===== src/rtl/text_ram_arbiter_if.sv =====
// Bus bundle between the character-RAM arbiter and its surroundings.
//   vid_active           : visible-area flag from the video timing
//   req/addr/data/gnt 0,1: write-request handshakes (loader, host/UART)
//   clr_req/clr_done     : clear-screen request pulse and completion pulse
//   busy                 : clear in progress or pending
//   ram_we/addr/wdata    : character RAM write port
//   addr_err             : granted address was outside the screen
// master = requester/timing side, slave = arbiter.
interface text_ram_arbiter_if;
  logic        vid_active;
  logic        req0;
  logic [11:0] addr0;
  logic [7:0]  data0;
  logic        gnt0;
  logic        req1;
  logic [11:0] addr1;
  logic [7:0]  data1;
  logic        gnt1;
  logic        clr_req;
  logic        clr_done;
  logic        busy;
  logic        ram_we;
  logic [11:0] ram_addr;
  logic [7:0]  ram_wdata;
  logic        addr_err;

  modport master (
    output vid_active, req0, addr0, data0, req1, addr1, data1, clr_req,
    input  gnt0, gnt1, clr_done, busy, ram_we, ram_addr, ram_wdata, addr_err
  );

  modport slave (
    input  vid_active, req0, addr0, data0, req1, addr1, data1, clr_req,
    output gnt0, gnt1, clr_done, busy, ram_we, ram_addr, ram_wdata, addr_err
  );
endinterface


===== src/rtl/text_ram_arbiter.sv =====
// Character RAM write arbiter for a text-mode display.
// Two requesters share the RAM write port under round-robin arbitration;
// writes are only issued outside active video. A clear-screen request
// fills every cell with BLANK_CHAR, taking priority over requesters.
// Ports: clk, rst (async, active-high), bus (text_ram_arbiter_if.slave).
// All outputs are registered.
module text_ram_arbiter #(
  parameter int          COLS       = 80,
  parameter int          ROWS       = 30,
  parameter logic [7:0]  BLANK_CHAR = 8'h20
) (
  input  logic                 clk,
  input  logic                 rst,
  text_ram_arbiter_if.slave    bus
);

  localparam int          NCELL     = COLS * ROWS;
  localparam logic [11:0] LAST_ADDR = 12'(NCELL - 1);

  typedef enum logic {IDLE, CLEAR} state_t;

  state_t      state, state_n;
  logic        clr_pending, clr_pending_n;
  logic [11:0] cnt, cnt_n;
  logic        last_gnt, last_gnt_n;   // 1: requester 1 was granted last

  logic        gnt0_p1, gnt0_n;
  logic        gnt1_p1, gnt1_n;
  logic        we_p1, we_n;
  logic [11:0] addr_p1, addr_n;
  logic [7:0]  wdata_p1, wdata_n;
  logic        done_p1, done_n;
  logic        busy_p1, busy_n;
  logic        err_p1, err_n;

  logic        elig0, elig1, sel1, in_range;
  logic [11:0] sel_addr;
  logic [7:0]  sel_data;

  // Next-state and output decode
  always_comb begin
    state_n       = state;
    clr_pending_n = clr_pending;
    cnt_n         = cnt;
    last_gnt_n    = last_gnt;
    gnt0_n        = 1'b0;
    gnt1_n        = 1'b0;
    we_n          = 1'b0;
    addr_n        = addr_p1;
    wdata_n       = wdata_p1;
    done_n        = 1'b0;
    err_n         = 1'b0;

    // A requester whose grant is showing this cycle is not eligible,
    // which also prevents back-to-back grants to the same requester.
    elig0    = bus.req0 && !gnt0_p1;
    elig1    = bus.req1 && !gnt1_p1;
    sel1     = elig1 && (!elig0 || !last_gnt);
    sel_addr = sel1 ? bus.addr1 : bus.addr0;
    sel_data = sel1 ? bus.data1 : bus.data0;
    in_range = int'(sel_addr) < NCELL;

    unique case (state)
      IDLE: begin
        if (clr_pending) begin
          state_n       = CLEAR;
          cnt_n         = '0;
          clr_pending_n = 1'b0;
        end else if (bus.clr_req) begin
          // Clear wins over a same-cycle write request.
          clr_pending_n = 1'b1;
        end else if (!bus.vid_active && (elig0 || elig1)) begin
          gnt0_n     = !sel1;
          gnt1_n     = sel1;
          addr_n     = sel_addr;
          wdata_n    = sel_data;
          we_n       = in_range;
          err_n      = !in_range;
          last_gnt_n = sel1;
        end
      end
      CLEAR: begin
        // clr_req is deliberately ignored here: no restart, no second done.
        if (!bus.vid_active) begin
          we_n    = 1'b1;
          addr_n  = cnt;
          wdata_n = BLANK_CHAR;
          cnt_n   = cnt + 12'd1;
          if (cnt == LAST_ADDR) begin
            state_n = IDLE;
            done_n  = 1'b1;
            cnt_n   = '0;
          end
        end
      end
      default: state_n = IDLE;
    endcase

    busy_n = (state_n == CLEAR) || clr_pending_n;
  end

  // Stage p1: control state and registered outputs
  always_ff @(posedge clk or posedge rst) begin
    if (rst) begin
      state       <= IDLE;
      clr_pending <= 1'b0;
      cnt         <= '0;
      last_gnt    <= 1'b1;
      gnt0_p1     <= 1'b0;
      gnt1_p1     <= 1'b0;
      we_p1       <= 1'b0;
      addr_p1     <= '0;
      wdata_p1    <= '0;
      done_p1     <= 1'b0;
      busy_p1     <= 1'b0;
      err_p1      <= 1'b0;
    end else begin
      state       <= state_n;
      clr_pending <= clr_pending_n;
      cnt         <= cnt_n;
      last_gnt    <= last_gnt_n;
      gnt0_p1     <= gnt0_n;
      gnt1_p1     <= gnt1_n;
      we_p1       <= we_n;
      addr_p1     <= addr_n;
      wdata_p1    <= wdata_n;
      done_p1     <= done_n;
      busy_p1     <= busy_n;
      err_p1      <= err_n;
    end
  end

  assign bus.gnt0      = gnt0_p1;
  assign bus.gnt1      = gnt1_p1;
  assign bus.ram_we    = we_p1;
  assign bus.ram_addr  = addr_p1;
  assign bus.ram_wdata = wdata_p1;
  assign bus.clr_done  = done_p1;
  assign bus.busy      = busy_p1;
  assign bus.addr_err  = err_p1;

endmodule


===== src/flat_wrapper.sv =====
// flat-port wrapper written by rule: the top's interface ports become plain ports
module text_ram_arbiter_flat 
#(
  parameter int          COLS       = 80,
  parameter int          ROWS       = 30,
  parameter logic [7:0]  BLANK_CHAR = 8'h20
)
  (clk, rst, bus_vid_active, bus_req0, bus_addr0, bus_data0, bus_req1, bus_addr1, bus_data1, bus_clr_req, bus_gnt0, bus_gnt1, bus_clr_done, bus_busy, bus_ram_we, bus_ram_addr, bus_ram_wdata, bus_addr_err);
  text_ram_arbiter_if bus_i ();
  input  logic clk;
  input  logic rst;
  input wire logic [$bits(bus_i.vid_active)-1:0] bus_vid_active;
  input wire logic [$bits(bus_i.req0)-1:0] bus_req0;
  input wire logic [$bits(bus_i.addr0)-1:0] bus_addr0;
  input wire logic [$bits(bus_i.data0)-1:0] bus_data0;
  input wire logic [$bits(bus_i.req1)-1:0] bus_req1;
  input wire logic [$bits(bus_i.addr1)-1:0] bus_addr1;
  input wire logic [$bits(bus_i.data1)-1:0] bus_data1;
  input wire logic [$bits(bus_i.clr_req)-1:0] bus_clr_req;
  output wire logic [$bits(bus_i.gnt0)-1:0] bus_gnt0;
  output wire logic [$bits(bus_i.gnt1)-1:0] bus_gnt1;
  output wire logic [$bits(bus_i.clr_done)-1:0] bus_clr_done;
  output wire logic [$bits(bus_i.busy)-1:0] bus_busy;
  output wire logic [$bits(bus_i.ram_we)-1:0] bus_ram_we;
  output wire logic [$bits(bus_i.ram_addr)-1:0] bus_ram_addr;
  output wire logic [$bits(bus_i.ram_wdata)-1:0] bus_ram_wdata;
  output wire logic [$bits(bus_i.addr_err)-1:0] bus_addr_err;
  assign bus_i.vid_active = bus_vid_active;
  assign bus_i.req0 = bus_req0;
  assign bus_i.addr0 = bus_addr0;
  assign bus_i.data0 = bus_data0;
  assign bus_i.req1 = bus_req1;
  assign bus_i.addr1 = bus_addr1;
  assign bus_i.data1 = bus_data1;
  assign bus_i.clr_req = bus_clr_req;
  assign bus_gnt0 = bus_i.gnt0;
  assign bus_gnt1 = bus_i.gnt1;
  assign bus_clr_done = bus_i.clr_done;
  assign bus_busy = bus_i.busy;
  assign bus_ram_we = bus_i.ram_we;
  assign bus_ram_addr = bus_i.ram_addr;
  assign bus_ram_wdata = bus_i.ram_wdata;
  assign bus_addr_err = bus_i.addr_err;
  text_ram_arbiter #(.COLS(COLS), .ROWS(ROWS), .BLANK_CHAR(BLANK_CHAR)) u_core (.clk(clk), .rst(rst), .bus(bus_i));
endmodule

===== config.mk =====
export PLATFORM = sky130hd
export DESIGN_NAME = text_ram_arbiter_flat
export DESIGN_NICKNAME = d
export VERILOG_FILES = /design/src/rtl/text_ram_arbiter_if.sv /design/src/rtl/text_ram_arbiter.sv /design/src/flat_wrapper.sv
export SDC_FILE = /design/constraint.sdc
export NUM_CORES = 1
export LEC_CHECK = 0
export ABC_AREA = 1
export CAP_MARGIN = 10
export CORE_ASPECT_RATIO = 0.6
export CORE_UTILIZATION = 42
export DETAILED_ROUTE_END_ITERATION = 7
export HOLD_SLACK_MARGIN = 0.06
export MAX_ROUTING_LAYER = met4
export PLACE_DENSITY = 0.85
export SLEW_MARGIN = 10
export SYNTH_ARGS = -nofsm -noshare
export SYNTH_HDL_FRONTEND = slang
export SYNTH_SLANG_ARGS = --single-unit

===== constraint.sdc =====
create_clock -name clk -period 1.5 [get_ports clk]
set_input_delay 0.3 -clock clk [delete_from_list [all_inputs] [get_ports clk]]
set_output_delay 0.3 -clock clk [all_outputs]
set_load 0.05 [all_outputs]

; Word level (Yosys, flattened, before mapping)
; Index checks and enable logic that the tools add are counted.
[totals]
reg_bits = 41
in_bits = 46
[classes]
n_addsub = 1
magnitude_cmp = 1
eq_ne = 6
mux = 43
n_bitwise = 3
n_reduce_logical = 17
[ops]
columns = cell, n
row1 = $mux 12, 8
row2 = $pmux 12 s2, 2
row3 = $mux 8, 5
row4 = $mux 1, 25
row5 = $pmux 8 s2, 1
row6 = $add 12x1->12 const B, 1
row7 = $eq 12x12->1 const B, 1
row8 = $lt 12x12->1 const B, 1
row9 = $reduce_and 4->1, 2
row10 = $logic_not 1->1, 7
row11 = $ne 2x2->1 const B, 3
row12 = $logic_and 1x1->1, 4
row13 = $ne 2x1->1 const B, 2
row14 = $pmux 1 s2, 2
row15 = $logic_or 1x1->1, 3
row16 = $not 1->1, 3
row17 = $reduce_and 2->1, 1

; Longest topological paths before layout
; Gate-level depths: netlist (run 1).
[depth]
depth_word = 12
depth_mapped = 11
ltp_nobuf = 10

; Worst setup path after synthesis (run 1)
; OpenSTA, ideal clock, no wires.
[synth_timing]
path_kind = reg2reg
start = register u_core.gnt0_p1 (netlist: u_core.bus.gnt0)
end = register u_core.we_p1 (netlist: u_core.bus.ram_we)
t_arrival_ns = 1.485
required_ns = 1.370
slack_ns = -0.116
path_stages_with_launch = 12
n_path_buf = 1
path_cell_list = dfrtp_1 -> inv_1 -> nand3_4 -> nand2_4 -> buf_12 -> nand2_1 -> nand2_1 -> nand2_1 -> nor2_1 -> nand2_1 -> nand3_1 -> nand2_1
[synth_via]
elab_chain_cells = 11
[synth_rtl]
columns = item, line_no
row1 = from (decl), text_ram_arbiter.sv:27  ; logic gnt0_p1, gnt0_n;
row2 = from (signal assigned), text_ram_arbiter.sv:122  ; gnt0_p1 <= gnt0_n;
row3 = $logic_not 1->1 (*), text_ram_arbiter.sv:56  ; elig0 = bus.req0 && !gnt0_p1;
row4 = $logic_and 1x1->1 (*), text_ram_arbiter.sv:56
row5 = $logic_not 1->1, text_ram_arbiter.sv:58  ; sel1 = elig1 && (!elig0 || !last_gnt);
row6 = $logic_or 1x1->1, text_ram_arbiter.sv:58
row7 = $logic_and 1x1->1, text_ram_arbiter.sv:58
row8 = $mux 12, text_ram_arbiter.sv:59  ; sel_addr = sel1 ? bus.addr1 : bus.addr0;
row9 = $lt 12x12->1, text_ram_arbiter.sv:61  ; in_range = int'(sel_addr) < NCELL;
row10 = $mux 1 (*), text_ram_arbiter.sv:72  ; end else if (!bus.vid_active && (elig0 || elig1)) begin
row11 = $mux 1 (*), text_ram_arbiter.sv:69  ; end else if (bus.clr_req) begin
row12 = $mux 1 (*), text_ram_arbiter.sv:65  ; if (clr_pending) begin
row13 = $pmux 1 s2 (*), text_ram_arbiter.sv:63  ; unique case (state)
row14 = via u_core.we_n, text_ram_arbiter.sv:29  ; logic we_p1, we_n;
row15 = to (signal assigned), text_ram_arbiter.sv:124  ; we_p1 <= we_n;
row16 = to (decl), text_ram_arbiter.sv:29
; The timed path passes the listed nets; every way through them passes the cells marked *.
; A chain may end at the register's enable or synchronous reset.

; Worst setup path after layout (run 1)
[layout_timing]
start = register u_core.gnt1_p1 (netlist: u_core.bus.gnt1)
end = register u_core.we_p1 (netlist: u_core.bus.ram_we)
[layout_via]
elab_chain_cells = 9
[layout_rtl]
columns = item, line_no
row1 = from (decl), text_ram_arbiter.sv:28  ; logic gnt1_p1, gnt1_n;
row2 = from (signal assigned), text_ram_arbiter.sv:123  ; gnt1_p1 <= gnt1_n;
row3 = $logic_not 1->1 (*), text_ram_arbiter.sv:57  ; elig1 = bus.req1 && !gnt1_p1;
row4 = $logic_and 1x1->1 (*), text_ram_arbiter.sv:57
row5 = $logic_and 1x1->1, text_ram_arbiter.sv:58
row6 = $mux 12, text_ram_arbiter.sv:59
row7 = $lt 12x12->1, text_ram_arbiter.sv:61
row8 = $mux 1 (*), text_ram_arbiter.sv:72
row9 = $mux 1 (*), text_ram_arbiter.sv:69
row10 = $mux 1 (*), text_ram_arbiter.sv:65
row11 = $pmux 1 s2 (*), text_ram_arbiter.sv:63
row12 = via u_core.we_n, text_ram_arbiter.sv:29
; Marks and branches as above.

==> results_dict.tcl, run 1 <==
set metrics [dict create \
    synth-simple-area-share 0.317 \
    cts_hold_buffers 0 \
    place_congestion 0.924 \
    max-slew-margin-rel 0.831 \
    yosysWarnings 0 \
    min_period_ps 1580 \
    powerDensity_nw_per_um2 831 \
    synth-xor-area-share 0.0156 \
    worst_clock_skew_ps 10.9 \
    wl_um 8070 \
    p_sw_frac 0.353 \
    most-common-layout-cells "69 x nand2_1, 43 x clkdlybuf4s50_1, 38 x dfrtp_1" \
    wl_per_cell_um 17.4 \
    switchingPower_mw 1.14 \
    syn-cell-area_um2 2250 \
    path_class "reg2reg" \
    final_cells 465 \
    cts_tree "yes" \
    place_hpwl_um 5080 \
    crit_fanout 8 \
    leakagePower_nw 1.76 \
    avgViaCountPerCell 5.42 \
    setup_ws_ps -78.7 \
    crit_path_end_kind "flip-flop" \
    crit_required_ps 1740 \
    dieHeight_um 58.7 \
    drt-initial-drc-count 313 \
    cts_made_buffers 5 \
    synth_top_family_by_area "simple AND/OR/NAND/NOR gates" \
    finish.utilization 0.759 \
    p_comb_frac 0.345 \
    synth_top_area_cell "dfrtp_1" \
    synth-adder-area-share 0.00556 \
    yosysSeqAreaShare 0.457 \
    route.detailed.drc 1 \
    initial_core_util 0.440 \
    clockBufferDepth 2 \
    totalPowerFinal_mw 3.22 \
    clkTransAtPathRegs_ps 90 \
    dieWidth_um 96.5 \
    drt-pass1-iter-count 7 \
    cts.sinks 41 \
    synth-compound-area-share 0.113 \
    violations "design-rule violations, negative setup slack" \
    grt_pass1_wl_um 11400 \
    place_inst 446 \
    track_usage 0.276 \
    portBuffers 71 \
    rrSetupSlack_ps -80 \
    dpl_cell_area_um2 3530 \
    num_vias 2522 \
    design_area_um2 3870 \
    coreArea_um2 5100 \
    rsz0062_at_grt "true" \
    synthCells 283 \
    ir_drop_mv 0.447 \
    die_area_um2 5660 \
    synth.avg_cell_area_um2 7.94 \
    worstPathArrival_ps 1820 \
    nets 445 \
    rows 20 \
    outcome "complete, but fails checks" \
    start_kind "flip-flop" \
    worst_pin_slew_ps 254 \
    timing.final.crit_share 1.05 \
    cts_htree_levels 2 \
    areaGrowthSynthToFinish_pct 72.2 \
    drive_above_1_share 0.326 \
    antenna_cells 0 \
    max_cap_viol_count 0 \
    p_int_mw 2.08 \
    clockRootBuffer "clkbuf_8" \
    muxShareOfSynthArea 0 \
    synth_area_leaders "dfrtp_1 45%, nand2_1 14%, nand3_1 7.3%, inv_1 4.8%, nor2_1 3.3%" \
    antenna_left 0 \
    ioPinCount 72 \
    yosysUniqueCellTypes 34 \
    yosys_register_bits 41 \
    power_frac_seq 0.425 \
    maxSlewViolCount 0 \
    clock.fmax_mhz 633 \
    finalHoldViolations 0 \
    clock_latency_ps 300 \
    layout_commonest_cell "nand2_1" \
    antenna_found_initial 0 \
    grt_max_degree 42 \
    min_path_type "in2async" \
    p_clk_frac 0.230 \
    setup_viol 6 \
    grt_pass1_vias 2329 \
    synth_nets 330 \
    synth_top_area_frac 0.445 \
    gr-total-overflow 0 \
]
-- sequential cells by signal, indices dropped and copies added (netlist names) --
name,flops
u_core.bus.gnt0,1
u_core.bus.gnt1,1
u_core.bus.ram_wdata,8
u_core.clr_pending,1
u_core.last_gnt,1
u_core.bus.clr_done,1
u_core.cnt,12
u_core.bus.ram_we,1
u_core.bus.busy,1
u_core.bus.addr_err,1
u_core.state,1
u_core.bus.ram_addr,12
-- worst paths after layout --
check	from	to	cells after the start
max	u_core.bus.gnt1	u_core.bus.ram_we	8
min	rst	u_core.cnt[4]	3
max reg2reg	u_core.bus.gnt1	u_core.bus.ram_we	8
min reg2reg	u_core.bus.ram_wdata[5]	u_core.bus.ram_wdata[5]	2
max in group asynchronous	rst	u_core.last_gnt	3
min in group clk	bus_data1[2]	u_core.bus.ram_wdata[2]	3
-- critical path, cell delays in order (launching register included) --
cell	delay [ps]
dfrtp_2	440
buf_6	140
nor2_8	240
nand2_4	130
nand2_1	100
nand2_1	100
o21ai_2	220
nand3_2	90
nand2_1	60
-- power by group through the flow --
stage / Combinational, mW / Clock, mW / Sequential, mW
after floorplan: 0.310 / 0 / 1.52
after global placement: 0.988 / 0 / 1.37
after detailed placement: 1.02 / 0 / 1.38
after CTS: 1.05 / 0.722 / 1.36
after global routing: 1.18 / 0.781 / 1.38
final: 1.11 / 0.739 / 1.37
-- metrics by stage --
stage | TNS (ps) | setup slack (ps) | hold WS [ps]
2_1_floorplan | 0 | 18.2 | 420
3_3_place_gp | -6310 | -311 | 515
3_5_place_dp | -7740 | -361 | 517
4_1_cts | 0 | 1.25 | 365
5_1_grt | -1300 | -138 | 413
6_report | -223 | -78.7 | 357
-- repair_timing --
item | 4_1_cts | 5_1_grt
resized for setup | 15 | 34
cloned | 1 | 2
pin swaps | 8 | 23
setup endpoints to repair | 21 | 31
buffers inserted | 3 | 6
-- cell usage after synthesis (all sizes together) --
| cell type | n |
|---|---|
| a21oi | 5 |
| a22o | 1 |
| a31oi | 11 |
| buf | 7 |
| clkbuf | 3 |
| dfrtp | 40 |
| dfstp | 1 |
| ha | 1 |
| inv | 33 |
| nand2 | 85 |
| nand3 | 35 |
| nand3b | 1 |
| nand4 | 2 |
| nor2 | 26 |
| nor3 | 3 |
| o211ai | 5 |
| o21ai | 15 |
| o22a | 1 |
| o22ai | 3 |
| or2 | 1 |
| xnor2 | 1 |
| xor2 | 3 |
-- layout make-up --
| cell class | instances | area, µm² |
|---|---|---|
| Tap cell | 66 | 82.6 |
| Clock buffer | 5 | 68.8 |
| Fill cell | 300 | 1230 |
| Clock inverter | 3 | 17.5 |
| Sequential cell | 41 | 1030 |
| Inverter | 33 | 124 |
| Timing Repair Buffer | 116 | 1390 |
| Multi-Input combinational cell | 201 | 1160 |
-- logic make-up after synthesis --
group	after synthesis
AOI/OAI and AO/OA	41
xor gates and xnor gates	4
buffers and inverters	43
adders and majority gates	1
DFF	41
and+or+nand+nor	153
-- routing by layer --
| layer | GRT usage | share of wire | up-vias |
|---|---|---|---|
| li1 | - | - | 1159 |
| met1 | 0.371 | 0.41 | 1185 |
| met2 | 0.427 | 0.48 | 150 |
| met3 | 0.0517 | 0.083 | 28 |
| met4 | 0.0861 | 0.025 | 0 |
| met5 | - | 0 | - |
Power figures use the tool's default switching activity.
==> run 2: changes to the inputs <==
--- a/config.mk
+++ b/config.mk
@@ -8,6 +8,7 @@
 export ABC_AREA = 1
 export CAP_MARGIN = 10
 export CORE_ASPECT_RATIO = 0.6
+export CORE_MARGIN = 8
 export CORE_UTILIZATION = 42
 export DETAILED_ROUTE_END_ITERATION = 7
 export HOLD_SLACK_MARGIN = 0.06
==> run 2 against run 1 <==
Effect of this change: the run ends with negative setup slack left; sequential power hardly changed; critical path depth is 2 higher; sequential share of layout area is 1.2 points lower; final cell count is 0.86% higher; non-clock buffer count is 5 higher; worst setup slack worse by 26 ps; critical path type unchanged; core utilization is 3.7 points higher; wire length is 19% higher; clock power is 27% higher; via count is 4.3% higher.
==> results_dict.tcl, run 2 (synthesized netlist as in run 1, its figures left out) <==
set metrics [dict create \
    start_kind "flip-flop" \
    clock_latency_ps 300 \
    cts_hold_buffers 0 \
    powerDensity_nw_per_um2 878 \
    initial_core_util 0.440 \
    cts.sinks 41 \
    violations "negative setup slack" \
    most-common-layout-cells "62 x nand2_1, 43 x clkdlybuf4s50_1, 37 x dfrtp_1" \
    grt_max_degree 42 \
    rsz0062_at_grt "true" \
    min_path_type "in2async" \
    design_area_um2 4060 \
    max-slew-margin-rel 0.812 \
    finalHoldViolations 0 \
    avgViaCountPerCell 5.61 \
    leakagePower_nw 1.85 \
    cp_num_buf_inv 2 \
    grt_pass1_vias 2628 \
    antenna_found_initial 0 \
    clock.fmax_mhz 623 \
    antenna_left 0 \
    clockBufferDepth 2 \
    crit_path_end_kind "flip-flop" \
    antenna_cells 0 \
    dpl_cell_area_um2 3540 \
    portBuffers 71 \
    fin_setup_tns_ps -623 \
    coreArea_um2 5100 \
    fill_cells 279 \
    crit_slowest_cell "dfrtp_2" \
    path_cells "buf_6 > nor2_8 > buf_6 > nand3b_1 > nand2_1 > nand2_2 > nor2_2 > nand2_2 > nand3_2 > nand2_1" \
    critical-path-max-stage-delay_ps 430 \
    worstPathArrival_ps 1800 \
    worst_clock_skew_ps 10.5 \
    die_area_um2 8030 \
    ioPinCount 72 \
    grt_pass1_wl_um 13300 \
    path_class "reg2reg" \
    outcome "complete, but fails checks" \
    route.detailed.drc 0 \
    place_congestion 0.935 \
    drt-pass1-iter-count 4 \
    cts_made_buffers 5 \
    areaGrowthSynthToFinish_pct 80.6 \
    nets 449 \
    wl_um 9580 \
    wl_per_cell_um 20.4 \
    crit_fanout 7 \
    ir_drop_mv 0.656 \
    track_usage 0.210 \
    crit_family "simple AND/OR/NAND/NOR gates" \
    drt-initial-drc-count 199 \
    hold_slack_ps 347 \
    place_hpwl_um 5920 \
    min_period_ps 1600 \
    setup_viol 15 \
    timing.final.crit_share 1.07 \
    num_vias 2630 \
    dieWidth_um 110 \
    worst_pin_slew_ps 279 \
    setup_ws_ps -105 \
    gr-total-overflow 0 \
    clkTransAtPathRegs_ps 90 \
    cts_tree "yes" \
    crit_required_ps 1700 \
    place_inst 448 \
    max_cap_viol_count 0 \
    maxSlewViolCount 0 \
    clockRootBuffer "clkbuf_8" \
    rows 20 \
    dieHeight_um 72.7 \
    cts_htree_levels 2 \
    drive_above_1_share 0.362 \
    layout_commonest_cell "nand2_1" \
    final_cells 469 \
]
[run 2: cell types whose count changed in the layout (fill, tap and decap cells not counted), sizes merged]
cell	previous run	this run
clkinv	2	0
clkinvlp	1	0
buf	70	75
a21oi	6	5
bufinv	0	1
clkbuf	6	8
[run 2: what timing repair did]
item | in CTS | in global routing
pin swaps | 9 | 31
setup endpoints to repair | 19 | 32
buffers inserted | 2 | 9
gates resized for setup | 17 | 56
cloned | 2 | 1
[run 2: through the flow]
| step | utilization | total power, mW | worst slack [ps] |
|---|---|---|---|
| final | 0.795 | 3.56 | -105 |
| after global routing | 0.795 | 3.68 | -147 |
| after CTS | 0.742 | 3.40 | 5.12 |
| after detailed placement | 0.694 | 2.43 | -370 |
| after global placement | 0.694 | 2.38 | -297 |
| after floorplan | - | 1.83 | 18.2 |
[run 2: worst paths after layout]
kind	start	to	slack (ps)	cells after the start
min in group clk	bus_data0[4]	u_core.bus.ram_wdata[4]	560	3
setup / recovery	u_core.bus.gnt1	u_core.bus.ram_we	-100	10
setup reg to reg	u_core.bus.gnt1	u_core.bus.ram_we	-100	10
max in group asynchronous	rst	u_core.last_gnt	880	3
hold / removal	rst	u_core.bus.ram_wdata[4]	350	3
hold reg to reg	u_core.bus.ram_addr[4]	u_core.bus.ram_addr[4]	600	2
[run 2: layer usage]
metal  part of all wire  vias up  wire [µm]  track usage
met1               0.39     1245       3730        0.235
met3              0.086       43        828       0.0575
li1                   -     1162          -            -
met2               0.49      180       4670        0.359
met4              0.037        0        350       0.0759
met5                  0        -          0            -
[run 2: report_power, final]
| group | switching (mW) | total (mW) | internal (mW) |
|---|---|---|---|
| Clock | 0.398 | 0.941 | 0.543 |
| Sequential | 0.150 | 1.37 | 1.22 |
| Combinational | 0.651 | 1.25 | 0.600 |
| Total | 1.20 | 3.56 | 2.36 |
[run 2: worst register-to-register path: stages (launching register included)]
cell,delay [ps]
dfrtp_2,430
buf_6,130
nor2_8,220
buf_6,150
nand3b_1,70
nand2_1,100
nand2_2,70
nor2_2,120
nand2_2,90
nand3_2,60
nand2_1,50
[run 2: final cells by class]
| type | instances | area [µm²] | area share |
|---|---|---|---|
| clock buffers | 7 | 86.3 | 0.0213 |
| flip-flops and latches | 41 | 1030 | 0.254 |
| well taps | 66 | 82.6 | 0.0203 |
| inverters | 33 | 124 | 0.0305 |
| repair buffers | 121 | 1470 | 0.362 |
| clock inverters | 1 | 30.0 | 0.00740 |
| multi-input cells | 200 | 1240 | 0.305 |
